**src/rtl/pipeline_sequencer.sv**
```systemverilog
// pipeline_sequencer: boot, load-use stall and branch-flush control for the 5-stage pipeline.
// Define SEQ_INT_EN to build in the interrupt-entry sequence (drain, push PC, load vector).
module pipeline_sequencer #(
    parameter int ADDR_W    = 16,
    parameter int RESET_VEC = 0,
    parameter int INT_VEC   = 2,
    parameter int DRAIN_CYC = 3
) (
    input  logic              clk,
    input  logic              rst,
    input  logic              int_req,
    input  logic [2:0]        ifid_rs,
    input  logic [2:0]        ifid_rd,
    input  logic              ifid_uses_rs,
    input  logic              ifid_uses_rd,
    input  logic              idex_mem_read,
    input  logic [2:0]        idex_rd,
    input  logic              branch_taken,
    input  logic [31:0]       branch_target,
    input  logic [31:0]       fetch_pc,
    input  logic [ADDR_W-1:0] sp,
    input  logic [15:0]       mem_rdata,
    output logic              pc_write,
    output logic              pc_load,
    output logic [31:0]       pc_load_val,
    output logic              ifid_write,
    output logic              ifid_flush,
    output logic              idex_bubble,
    output logic              seq_mem_req,
    output logic              seq_mem_we,
    output logic [ADDR_W-1:0] seq_mem_addr,
    output logic [15:0]       seq_mem_wdata,
    output logic              sp_dec,
    output logic              int_ack,
    output logic              busy
);

    localparam logic [2:0] S_BOOT_LO = 3'd0;
    localparam logic [2:0] S_BOOT_HI = 3'd1;
    localparam logic [2:0] S_RUN     = 3'd2;
`ifdef SEQ_INT_EN
    localparam logic [2:0] S_DRAIN   = 3'd3;
    localparam logic [2:0] S_PUSH_HI = 3'd4;
    localparam logic [2:0] S_PUSH_LO = 3'd5;
    localparam logic [2:0] S_VEC_LO  = 3'd6;
    localparam logic [2:0] S_VEC_HI  = 3'd7;

    localparam logic [ADDR_W-1:0] INT_LO = ADDR_W'(INT_VEC);
    localparam logic [ADDR_W-1:0] INT_HI = ADDR_W'(INT_VEC + 1);
`endif
    localparam logic [ADDR_W-1:0] RST_LO = ADDR_W'(RESET_VEC);
    localparam logic [ADDR_W-1:0] RST_HI = ADDR_W'(RESET_VEC + 1);

    logic [2:0]  state;
    logic [2:0]  state_next;
    logic [15:0] lo_half;
    logic        latch_lo;
    logic        hazard;

    assign hazard = idex_mem_read &
                    ((ifid_uses_rs & (ifid_rs == idex_rd)) |
                     (ifid_uses_rd & (ifid_rd == idex_rd)));

`ifdef SEQ_INT_EN
    logic [31:0] saved_pc;
    logic [2:0]  drain_cnt;
    logic        int_start;

    always_ff @(posedge clk or negedge rst) begin
        if (!rst) begin
            saved_pc  <= '0;
            drain_cnt <= '0;
        end else if (int_start) begin
            saved_pc  <= fetch_pc;
            drain_cnt <= 3'(DRAIN_CYC - 1);
        end else if (state == S_DRAIN && drain_cnt != 3'd0) begin
            drain_cnt <= drain_cnt - 3'd1;
        end
    end
`else
    logic unused_int;
    assign unused_int = ^{int_req, fetch_pc, sp, INT_VEC[0], DRAIN_CYC[0]};
`endif

    always_ff @(posedge clk or negedge rst) begin
        if (!rst) begin
            state   <= S_BOOT_LO;
            lo_half <= '0;
        end else begin
            state <= state_next;
            if (latch_lo) lo_half <= mem_rdata;
        end
    end

    always_comb begin
        state_next    = state;
        latch_lo      = 1'b0;
        pc_write      = 1'b0;
        pc_load       = 1'b0;
        pc_load_val   = '0;
        ifid_write    = 1'b0;
        ifid_flush    = 1'b1;
        idex_bubble   = 1'b1;
        seq_mem_req   = 1'b0;
        seq_mem_we    = 1'b0;
        seq_mem_addr  = '0;
        seq_mem_wdata = '0;
        sp_dec        = 1'b0;
        int_ack       = 1'b0;
        busy          = 1'b1;
`ifdef SEQ_INT_EN
        int_start     = 1'b0;
`endif
        case (state)
            S_BOOT_LO: begin
                seq_mem_req  = 1'b1;
                seq_mem_addr = RST_LO;
                latch_lo     = 1'b1;
                state_next   = S_BOOT_HI;
            end
            S_BOOT_HI: begin
                seq_mem_req  = 1'b1;
                seq_mem_addr = RST_HI;
                pc_load      = 1'b1;
                pc_load_val  = {mem_rdata, lo_half};
                state_next   = S_RUN;
            end
            S_RUN: begin
                busy = 1'b0;
                if (branch_taken) begin
                    pc_write    = 1'b1;
                    ifid_write  = 1'b1;
                    pc_load     = 1'b1;
                    pc_load_val = branch_target;
                end else if (hazard) begin
                    ifid_flush  = 1'b0;
`ifdef SEQ_INT_EN
                end else if (int_req) begin
                    idex_bubble = 1'b0;
                    int_start   = 1'b1;
                    state_next  = S_DRAIN;
`endif
                end else begin
                    pc_write    = 1'b1;
                    ifid_write  = 1'b1;
                    ifid_flush  = 1'b0;
                    idex_bubble = 1'b0;
                end
            end
`ifdef SEQ_INT_EN
            S_DRAIN: begin
                if (drain_cnt == 3'd0) state_next = S_PUSH_HI;
            end
            S_PUSH_HI: begin
                seq_mem_req   = 1'b1;
                seq_mem_we    = 1'b1;
                seq_mem_addr  = sp;
                seq_mem_wdata = saved_pc[31:16];
                sp_dec        = 1'b1;
                state_next    = S_PUSH_LO;
            end
            S_PUSH_LO: begin
                seq_mem_req   = 1'b1;
                seq_mem_we    = 1'b1;
                seq_mem_addr  = sp;
                seq_mem_wdata = saved_pc[15:0];
                sp_dec        = 1'b1;
                state_next    = S_VEC_LO;
            end
            S_VEC_LO: begin
                seq_mem_req  = 1'b1;
                seq_mem_addr = INT_LO;
                latch_lo     = 1'b1;
                state_next   = S_VEC_HI;
            end
            S_VEC_HI: begin
                seq_mem_req  = 1'b1;
                seq_mem_addr = INT_HI;
                pc_load      = 1'b1;
                pc_load_val  = {mem_rdata, lo_half};
                int_ack      = 1'b1;
                state_next   = S_RUN;
            end
`endif
            default: state_next = S_BOOT_LO;
        endcase
        // While reset is held, BOOT_LO must not claim the memory port yet.
        if (!rst) begin
            seq_mem_req  = 1'b0;
            seq_mem_addr = '0;
        end
    end

endmodule

```
**config.mk**
```make
export PLATFORM = sky130hd
export DESIGN_NAME = pipeline_sequencer
export DESIGN_NICKNAME = d
export VERILOG_FILES = /design/src/rtl/pipeline_sequencer.sv
export SDC_FILE = /design/constraint.sdc
export NUM_CORES = 1
export LEC_CHECK = 0
export BUFFER_PORTS_ARGS = -buffer_cell sky130_fd_sc_hd__buf_4
export CAP_MARGIN = 20
export CORE_MARGIN = 2
export CORE_UTILIZATION = 37
export DETAILED_ROUTE_END_ITERATION = 7
export PLACE_DENSITY_LB_ADDON = 0.15
export SLEW_MARGIN = 20
export SYNTH_ARGS = -nofsm -noshare
export SYNTH_HDL_FRONTEND = slang
export SYNTH_SLANG_ARGS = --single-unit
```
**constraint.sdc**
```tcl
create_clock -name clk -period 2.04 [get_ports clk]
set_clock_uncertainty 0.15 [all_clocks]
set_input_delay 0.51 -clock clk [delete_from_list [all_inputs] [get_ports clk]]
set_output_delay 0.51 -clock clk [all_outputs]
set_load 0.03 [all_outputs]
```
# After elaboration in Yosys (flattened, before gate mapping)
# Index checks and enable logic that the tools add are counted.
op_classes:
  n_eq_ne: 4
  n_mux: 18
  bitwise_logic: 4
  n_reduce_logical: 2
ops:
  columns: ["cell", "n"]
  rows:
  - ["one-hot mux 32 bit (2 select lines)", 1]
  - ["2-to-1 mux 32 bit", 1]
  - ["2-to-1 mux 16 bit", 1]
  - ["2-to-1 mux 1 bit", 13]
  - ["one-hot mux 3 bit (3 select lines)", 1]
  - ["equality test 3 bit", 2]
  - ["AND 1 bit", 3]
  - ["equality test 3 x 1 -> 1 bit, second input constant", 1]
  - ["equality test 3 x 2 -> 1 bit, second input constant", 1]
  - ["logical NOT 3 bit", 1]
  - ["one-hot mux 1 bit (2 select lines)", 1]
  - ["OR reduction 2 bit", 1]
  - ["OR 1 bit", 1]
word_totals:
  regBits: 19
  in_bits: 112
  output_inout_bits: 74
  word_cells: 30

# Longest topological paths before layout
# Gate-level depths: netlist of run 1.
logic_depth:
  word_depth: 7
  mapped_depth: 7
  ltp_nobuf: 6

# Worst setup path before layout of run 1
# OpenSTA, ideal clock, no wires.
synth_timing:
  path_kind: "register -> output"
  startpoint: "register state[0]"
  endpoint: "output port pc_write"
  arrival_ns: 1.690
  required_time_ns: 1.380
  setup_slack_ns: -0.310
  path_stages_with_launch: 6
  path_buffers: 1
  path_cell_list: "dfrtp_1 > inv_1 > ha_1 > inv_2 > a31oi_1 > buf_4"
synth_via:
  elab_chain_cells: 2
synth_lines:
  columns: ["item", "line_no", "text"]
  rows:
  - ["start, declared", "54", "logic [2:0] state;"]
  - ["start signal, assigned", "90", "state <= state_next;"]
  - ["equality test 3 x 2 -> 1 bit", null, null]
  - ["2-to-1 mux 1 bit", null, null]
  - ["end, declared", "23", "output logic pc_write,"]
# No other way between the ends.

# Worst setup path in the final report of run 1
layout_timing:
  startpoint: "register state[1]"
  endpoint: "output port pc_load_val[11]"
layout_via:
  elab_chain_cells: 2
  elab_cells_between_ends: 3
  classes_between: "2 x eq/ne; 1 x mux"
layout_lines:
  columns: ["item", "line_no", "text"]
  rows:
  - ["equality test 3 x 2 -> 1 bit / equality test 3 x 1 -> 1 bit (equally long branches)", "114", "case (state)"]
  - ["one-hot mux 32 bit (2 select lines) (*)", "114", null]
  - ["end, declared", "25", "output logic [31:0] pc_load_val,"]
# Mark *: on every way between the ends. The rest lies on a longest branch, timed or not.

==> run metrics, run 1 <==
dpl cell area=~2800 sq um; Core Region=roughly 4800 sq um; PwrDens=about 350 nW/um^2; placed wire-length estimate=approximately 3400 microns; Clock Pin Slew Worst Setup and Hold Paths=roughly 0.07 ns; crit path DAT=around 1.7 ns; critical path type=register to output pin; vias=roughly 1,700; CTS sink cnt=18; CTS tree=built; CP Capture Type=output pin; share of layout cells above drive strength 1=between 70% and 80%; crit start category=register; drt wl/cell=15.39 microns; critical path peak fanout=6; Placed Cells=approximately 340; largest net degree at the start of global routing=27; CTS root buf=clkbuf_8; final antenna-violating net count=0; Gate Count Post-Synth=172; Hold Vio Cnt, Final=0; max cap viols=0; Slew Limit Fails=0; violation count after the first detailed-routing iteration=22; DR vias/cell=approximately 4.6; setup slack, reg-to-reg=0.42 ns; final net count=414; WL final=~5600 microns; final RePlAce weighted congestion=0.6851; die area=between 5000 and 6000 sq um; total CTS buffers=3; Remaining Overflow, GRT=0; Leak=around 1.8 nW; most frequent cells in the layout=buf_4 (72), buf_6 (48), conb_1 (34); Die W=approximately 75 microns; worst hold slack=~0.083 ns; Avg Cell Area, Syn=10.94 sq um; Top Ports=~190; row cnt=25; Layout Cells excl Fill=roughly 360; Initial Util=about 39%; yosys warns=0; DR DRC count=0; Tot Pwr=1.175 mW; worst hold path class=input pin to asynchronous set/reset pin; Final Core Density=a little over two thirds; Fmax=~0.43 GHz; clock buffer depth=2; DRT Pass-1 Iters=4; most common cell after layout, fill and taps aside=buf_4; gr usage total=19.75%; # setup viols final=38; clk_lat worst skew=approximately 0.25 ns; initial antenna violation count=0; #FFs+latches synth=18; vias in the first global route=1,714; area grow syn2layout=80.92%; first-pass GRT wire length=8397 microns; CTS HTree Levels=1; pre-CTS setup slack=-0.4259 ns; Post-synth EDFFs=0; Mapped Area=around 1900 sq um; # diodes=0; status=finished with violations; Die Ht=75.32 microns; Max rail drop VDD=between 0.00015 and 0.0002 V; RSZ-0062 raised after global routing=true; port bufs=102; fin crit period=2.315 ns; fin worst setup slack=-0.2755 ns; violated checks=setup timing; Final Cycle Share=113.5%; Yosys cell types=22; ys flop type=dfrtp_1; critical path required time=between 1 and 1.5 ns; post-route cell area=roughly 3400 sq um; sequential area share after synthesis=between 20% and 30%; setup TNS=-8.136 ns; FFs w/ async S/R, synth=100.0%
-- logic make-up after synthesis --
kind of cell | Yosys count | synth area share, %
simple gates | 38 | 16.95
xor+xnor | 6 | 2.793
compound gates | 36 | 22.01
other cells | 1 | 0.1993
buf+inv | 51 | 20.68
mux | 18 | 10.77
flops | 18 | 23.94
fa+ha+maj | 4 | 2.660
-- power breakdown --
group | total [mW] | switching, mW | internal [mW]
sequential | 0.385 | 0.0118 | 0.373
combinational | 0.543 | 0.296 | 0.247
clock | 0.247 | 0.116 | 0.131
-- sequential cells by signal (all words and copies together) (netlist names) --
register  flops
lo_half      16
state         2
-- Yosys cell counts, types with 2 or more instances --
cell      instances  share of area (%)
buf_4            39                 16
a22oi_2          29                 19
nor2b_2          29                 13
dfrtp_1          18                 24
mux2_2           18                 11
xnor2_1           6                2.8
ha_1              4                2.7
a22oi_1           3                1.2
buf_12            3                3.2
clkbuf_1          3               0.60
inv_1             3               0.60
nor2b_1           3                1.0
buf_2             2               0.53
nand2_1           2               0.40
nand4_1           2               0.66
o21a_1            2               0.80
-- timing repair --
| action | 4_1_cts | 5_1_grt |
|---|---|---|
| hold buffers | 1 | 0 |
| gates cloned | 6 | 2 |
| buffers inserted | 10 | 0 |
| endpoints found under the hold margin | 6 | 0 |
| endpoints found under the setup margin | 38 | 38 |
| pin swaps | 29 | 8 |
| resized for setup | 62 | 6 |
-- layout make-up --
class | instances | area, sq um
fill | 384 | 1413
tap | 67 | 83.83
multi-input combinational | 137 | 1410
sequential | 18 | 450.4
clock buffer | 3 | 41.29
timing repair buffer | 134 | 1391
inverter | 4 | 27.53
-- worst max-delay path, cell delays in order, from the launching register on --
cell     delay (ns)
dfrtp_1        0.37
buf_6          0.13
inv_8          0.04
ha_4           0.17
buf_12         0.14
buf_12         0.13
a22oi_2        0.22
nor2b_4        0.06
buf_6          0.14
-- worst paths after layout --
| check | from | to | cells after the start |
|---|---|---|---|
| worst max register to register | state[0] | lo_half[1] | 5 |
| worst min-delay path | rst | lo_half[7] | 2 |
| worst min register to register | lo_half[14] | lo_half[14] | 1 |
| min in group clk | mem_rdata[14] | lo_half[14] | 2 |
| max in group asynchronous | rst | state[1] | 2 |
| worst max-delay path | state[1] | pc_load_val[11] | 8 |
-- per-layer routing --
metal  GRT usage, %  up-vias  routed length, microns
met1          23.40      784                    2262
met3          2.513        4                     416
li1               -      786                       -
met5              0        -                       0
met4          6.238        0                      68
met2          36.81       91                    2840
Power figures use the tool's default switching activity.
==> inputs of run 2 (changes only) <==
--- a/config.mk
+++ b/config.mk
@@ -5,11 +5,13 @@
 export SDC_FILE = /design/constraint.sdc
 export NUM_CORES = 1
 export LEC_CHECK = 0
+export ABC_AREA = 0
 export BUFFER_PORTS_ARGS = -buffer_cell sky130_fd_sc_hd__buf_4
 export CAP_MARGIN = 20
 export CORE_MARGIN = 2
 export CORE_UTILIZATION = 37
 export DETAILED_ROUTE_END_ITERATION = 7
+export MAX_ROUTING_LAYER = met4
 export PLACE_DENSITY_LB_ADDON = 0.15
 export SLEW_MARGIN = 20
 export SYNTH_ARGS = -nofsm -noshare
==> run metrics, run 2 (synthesis gave the netlist of run 1 again) <==
Hold Vio Cnt, Final=0 (unchanged); vias=1,663 (-0.12%); share of layout cells above drive strength 1=77.03% (unchanged); R2R cell count=5 (unchanged); PwrDens=345.8 nW/um^2 (+0.19%); max cap viols=0 (unchanged); slowest stage delay, CP=0.37 ns (about the same); Top Ports=186 (unchanged); CTS tree=built; largest net degree at the start of global routing=27 (unchanged); gr usage total=20.39% (+0.63 points); Fmax=0.4333 GHz (+0.32%); CTS sink cnt=18 (unchanged); drt wl/cell=15.49 microns (+0.66%); Slowest cell on crit path=dfrtp_1; biggest regs=lo_half (16), state (2); CTS HTree Levels=1 (unchanged); Final Cycle Share=113.1% (-0.36 points); row cnt=25 (unchanged); Slew Limit Fails=0 (unchanged); Psw=0.4259 mW (+0.51%); status=finished with violations; clk_lat worst skew=0.25 ns (about the same); final net count=414 (unchanged); final RePlAce weighted congestion=0.6922 (+1.0%); DR DRC count=0 (unchanged); Seq pwr share=32.7% (about the same); CP Capture Type=output pin; critical path type=register to output pin; Clock Pin Slew Worst Setup and Hold Paths=0.07 ns (about the same); violation count after the first detailed-routing iteration=27 (+23%); number of flip-flops in the largest register=16 (unchanged); fin crit period=2.308 ns (-0.007377 ns); Remaining Overflow, GRT=0 (unchanged); clock buffer depth=2 (unchanged); WL final=5624 microns (+0.66%); RSZ-0062 raised after global routing=true; worst reg2reg endpoint=lo_half[0]; Buf/Inv on CP=5 (unchanged); cell family with most CP delay=buffers and inverters; initial antenna violation count=0 (unchanged); worst path cell trace=buf_6, inv_8, ha_4, buf_12, buf_12, a22oi_2, nor2b_4, buf_6; dpl cell area=2791 sq um (unchanged); # setup viols final=38 (unchanged); crit path DAT=1.65 ns (about the same); Die Ht=75.32 microns (unchanged); critical path required time=1.38 ns (about the same); violated checks=setup timing; DR vias/cell=4.581 (-0.12%); Initial Util=39.06% (unchanged); die area=5672 sq um (unchanged); vias in the first global route=1,715 (+0.058%); CTS root buf=clkbuf_8; most frequent cells in the layout=buf_4 (72), buf_6 (48), conb_1 (34); FF-to-FF Start=state[0]; area grow syn2layout=80.92% (unchanged); Leak=1.751 nW (unchanged); Net Sw Frac=36.18% (+0.12 points); total CTS buffers=3 (unchanged); placed wire-length estimate=3424 microns (unchanged); DRT Pass-1 Iters=4 (unchanged); Most flops, register=lo_half; Max rail drop VDD=0.0001873 V (-0.29%); Clk network pwr share=21.1% (about the same); crit start category=register; internal power=0.7512 mW (about the same); most common cell after layout, fill and taps aside=buf_4; Gate power share=46.1% (about the same); setup TNS=-8.118 ns (+0.01767 ns); port bufs=102 (unchanged); first-pass GRT wire length=8411 microns (+0.17%); Die W=75.32 microns (unchanged); # diodes=0 (unchanged); post-route cell area=3405 sq um (unchanged); worst hold path class=input pin to asynchronous set/reset pin; Core Region=4817 sq um (unchanged); setup slack, reg-to-reg=0.43 ns (about the same); final antenna-violating net count=0 (unchanged); fin worst setup slack=-0.2681 ns (+0.007377 ns); critical path peak fanout=6 (unchanged)
-- run 2: cell counts in the layout (fill, tap and decap cells not counted) --
No cell type changed its count.
-- run 2: timing repair --
| item | 4_1_cts | 5_1_grt |
|---|---|---|
| gates resized for setup | 62 | 6 |
| setup buffers | 10 | 0 |
| hold endpoints to repair | 6 | 0 |
| endpoints found under the setup margin | 38 | 38 |
| pin swaps | 29 | 8 |
| hold buffers | 1 | 0 |
| cloned | 6 | 2 |
-- run 2: through the flow --
stage	setup WS (ns)	hold slack [ns]	total power [mW]	utilization, %	std cells
2_1_floorplan	0.006575	0.06441	0.7422	-	205
3_3_place_gp	-0.4227	0.1910	0.8624	57.95	341
3_5_place_dp	-0.4259	0.1900	0.8647	57.95	341
4_1_cts	-0.2513	0.08552	1.182	69.61	361
5_1_grt	-0.3488	0.08864	1.234	70.68	363
6_report	-0.2681	0.08024	1.177	70.68	363
-- run 2: cell type report --
cell class | count | area (sq um)
fillers | 382 | 1413
well taps | 67 | 83.83
repair buffers | 134 | 1391
inverters | 4 | 27.53
flip-flops and latches | 18 | 450.4
clock buffers | 3 | 41.29
multi-input cells | 137 | 1410
-- run 2: how the worst max path moves through the flow --
| stage | slack (ns) | from | to | cells after the start |
|---|---|---|---|---|
| finish | -0.27 | state[1] | pc_load_val[11] | 8 |
| floorplan | 0.007 | state[0] | pc_load_val[0] | 7 |
| detailed placement | -0.43 | branch_taken | pc_load_val[18] | 6 |
| global placement | -0.42 | branch_taken | pc_load_val[18] | 6 |
| global route | -0.35 | state[0] | pc_load_val[8] | 8 |
| CTS | -0.25 | state[1] | pc_load_val[29] | 8 |
-- run 2: worst register-to-register path, cell delays in order, from the launching register on --
cell and delay, ns:
dfrtp_1 0.40, inv_2 0.09, buf_4 0.12, ha_4 0.12
buf_4 0.25, mux2_2 0.38
-- run 2: power groups by stage --
| stage | registers [mW] | clock network [mW] | logic [mW] |
|---|---|---|---|
| 2_1_floorplan | 0.388 | 0 | 0.354 |
| 3_3_place_gp | 0.390 | 0 | 0.472 |
| 3_5_place_dp | 0.391 | 0 | 0.474 |
| 4_1_cts | 0.384 | 0.255 | 0.544 |
| 5_1_grt | 0.387 | 0.271 | 0.576 |
| 6_report | 0.385 | 0.249 | 0.543 |
-- run 2: metal layers --
metal	GRT usage (%)	wire length [microns]
met3	1.852	365
met4	6.238	69
met1	24.06	2256
met2	36.62	2933
met5	-	0
==> inputs of run 3 (changes only) <==
==> constraint.sdc (replaced) <==
create_clock -name clk -period 2.04 [get_ports clk]
set_clock_uncertainty 0.15 [all_clocks]
set_input_delay 0.204 -clock clk [delete_from_list [all_inputs] [get_ports clk]]
set_output_delay 0.204 -clock clk [all_outputs]
set_load 0.03 [all_outputs]
==> run metrics, run 3 (synthesis gave the netlist of run 1 again) <==
RSZ-0062 raised after global routing=true; R2R cell count=5 (unchanged); fin crit period=2.007 ns (-0.3010 ns); total CTS buffers=3 (unchanged); placed wire-length estimate=3398 microns (-0.75%); Hold Path Stages=2; CTS tree=built; Initial Util=39.06% (unchanged); drt wl/cell=13.33 microns (-14%); hold wc startpoint=mem_rdata[2]; Top Ports=186 (unchanged); # setup viols final=0 (-100%); Hold Vio Cnt, Final=0 (unchanged); Final Core Density=59.17% (-12 points); CP Capture Type=output pin; DRT Pass-1 Iters=4 (unchanged); vias=1,537 (-7.6%); Fmax=0.4982 GHz (+15%); vias in the first global route=1,459 (-15%); DR vias/cell=4.455 (-2.8%); Slew Limit Fails=0 (unchanged); final RePlAce weighted congestion=0.6885 (-0.53%); Layout Cells excl Fill=345 (-5.0%); critical path type=register to output pin; CTS root buf=clkbuf_8; Core Region=4817 sq um (unchanged); largest net degree at the start of global routing=30 (+11%); most common cell after layout, fill and taps aside=buf_4; Die W=75.32 microns (unchanged); Clock Pin Slew Worst Setup and Hold Paths=0.07 ns (about the same); most frequent cells in the layout=buf_4 (93), conb_1 (34), a22oi_2 (30); biggest regs=lo_half (16), state (2); final net count=396 (-4.3%); max cap viols=0 (unchanged); critical path required time=1.69 ns (+0.31 ns); final antenna-violating net count=0 (unchanged); DR DRC count=0 (unchanged); fillers=434 (+14%); Max rail drop VDD=0.0002238 V (+20%); clock buffer depth=2 (unchanged); critical path peak fanout=4 (-2); area grow syn2layout=51.46%; status=finished clean; CTS HTree Levels=1 (unchanged); gr usage total=16.54% (-3.8 points); Placed Cells=335 (-1.8%); die area=5672 sq um (unchanged); number of flip-flops in the largest register=16 (unchanged); CTS sink cnt=18 (unchanged); PwrDens=390.0 nW/um^2 (+13%); row cnt=25 (unchanged); crit path from=state[0]; share of layout cells above drive strength 1=73.38% (-3.6 points); clk_lat worst skew=0.25 ns (about the same); Die Ht=75.32 microns (unchanged); FF-to-FF Start=state[0]; crit start category=register; port bufs=102 (unchanged); WL final=4598 microns (-18%); Final Cycle Share=98.39% (-15 points); Leak=1.349 nW (-23%); initial antenna violation count=0 (unchanged); Remaining Overflow, GRT=0 (unchanged); Most flops, register=lo_half; first-pass GRT wire length=6989 microns (-17%); # diodes=0 (unchanged); violation count after the first detailed-routing iteration=50 (+85%); Tot Pwr=1.111 mW (-5.6%); crit path DAT=1.65 ns (about the same); worst hold path class=input pin to register
run 3: cell types whose count changed in the layout (fill, tap and decap cells not counted), sizes merged:
| cell | change |
|---|---|
| buf | -15 |
| nor2 | -1 |
| clkbuf | -1 |
| bufbuf | -1 |
run 3: layout make-up:
cell class | instances | area, sq um | area share (%)
timing repair buffer | 117 | 1042 | 36.57
inverter | 4 | 17.52 | 0.6146
sequential | 18 | 450.4 | 15.80
clock buffer | 3 | 41.29 | 1.449
multi-input combinational | 136 | 1215 | 42.63
tap | 67 | 83.83 | 2.941
run 3: final timing paths:
kind / end / slack, ns
setup / recovery: pc_load_val[29] / 0.03
hold / removal: lo_half[2] / 0.05
setup reg to reg: lo_half[15] / 0.48
hold reg to reg: lo_half[5] / 0.38
max in group asynchronous: lo_half[7] / 1.30
min in group asynchronous: lo_half[15] / 0.23
run 3: where the power goes:
group	total (mW)	switching (mW)	leakage [nW]	internal, mW
Clock	0.245	0.114	0.0216	0.131
Combinational	0.483	0.270	1.12	0.213
Sequential	0.384	0.0106	0.209	0.373
run 3: through the flow:
step	hold slack [ns]	TNS [ns]	cell area (sq um)	worst slack, ns
final	0.04701	0	2850	0.03291
after global placement	-0.04445	0	2613	0.2573
after detailed placement	-0.04306	0	2613	0.2510
after floorplan	-0.2416	0	2012	0.1525
after global routing	0.04664	-0.4802	2850	-0.05206
after CTS	0.04257	-0.06751	2810	-0.01604
run 3: repair_timing:
item / CTS / global route
hold endpoints to repair: 18 / 0
setup buffers: 3 / 2
pin swaps: 1 / 1
gates cloned: 1 / 1
hold buffers: 1 / 0
resized for setup: 20 / 5
setup endpoints to repair: 25 / 32
run 3: critical path, cell delays in order (launching register included):
cell	delay [ns]
dfrtp_1	0.39
inv_2	0.09
ha_4	0.15
inv_4	0.05
nor2_8	0.14
buf_12	0.13
clkbuf_16	0.13
a22oi_2	0.05
nor2b_2	0.12
buf_6	0.14
run 3: routing by layer:
metal,track usage (%),wire [microns],vias to the layer above
met1,20.90,1861,721
met2,28.02,2421,76
met3,1.852,281,2
met5,-,0,-
li1,-,-,738
met4,4.678,34,0
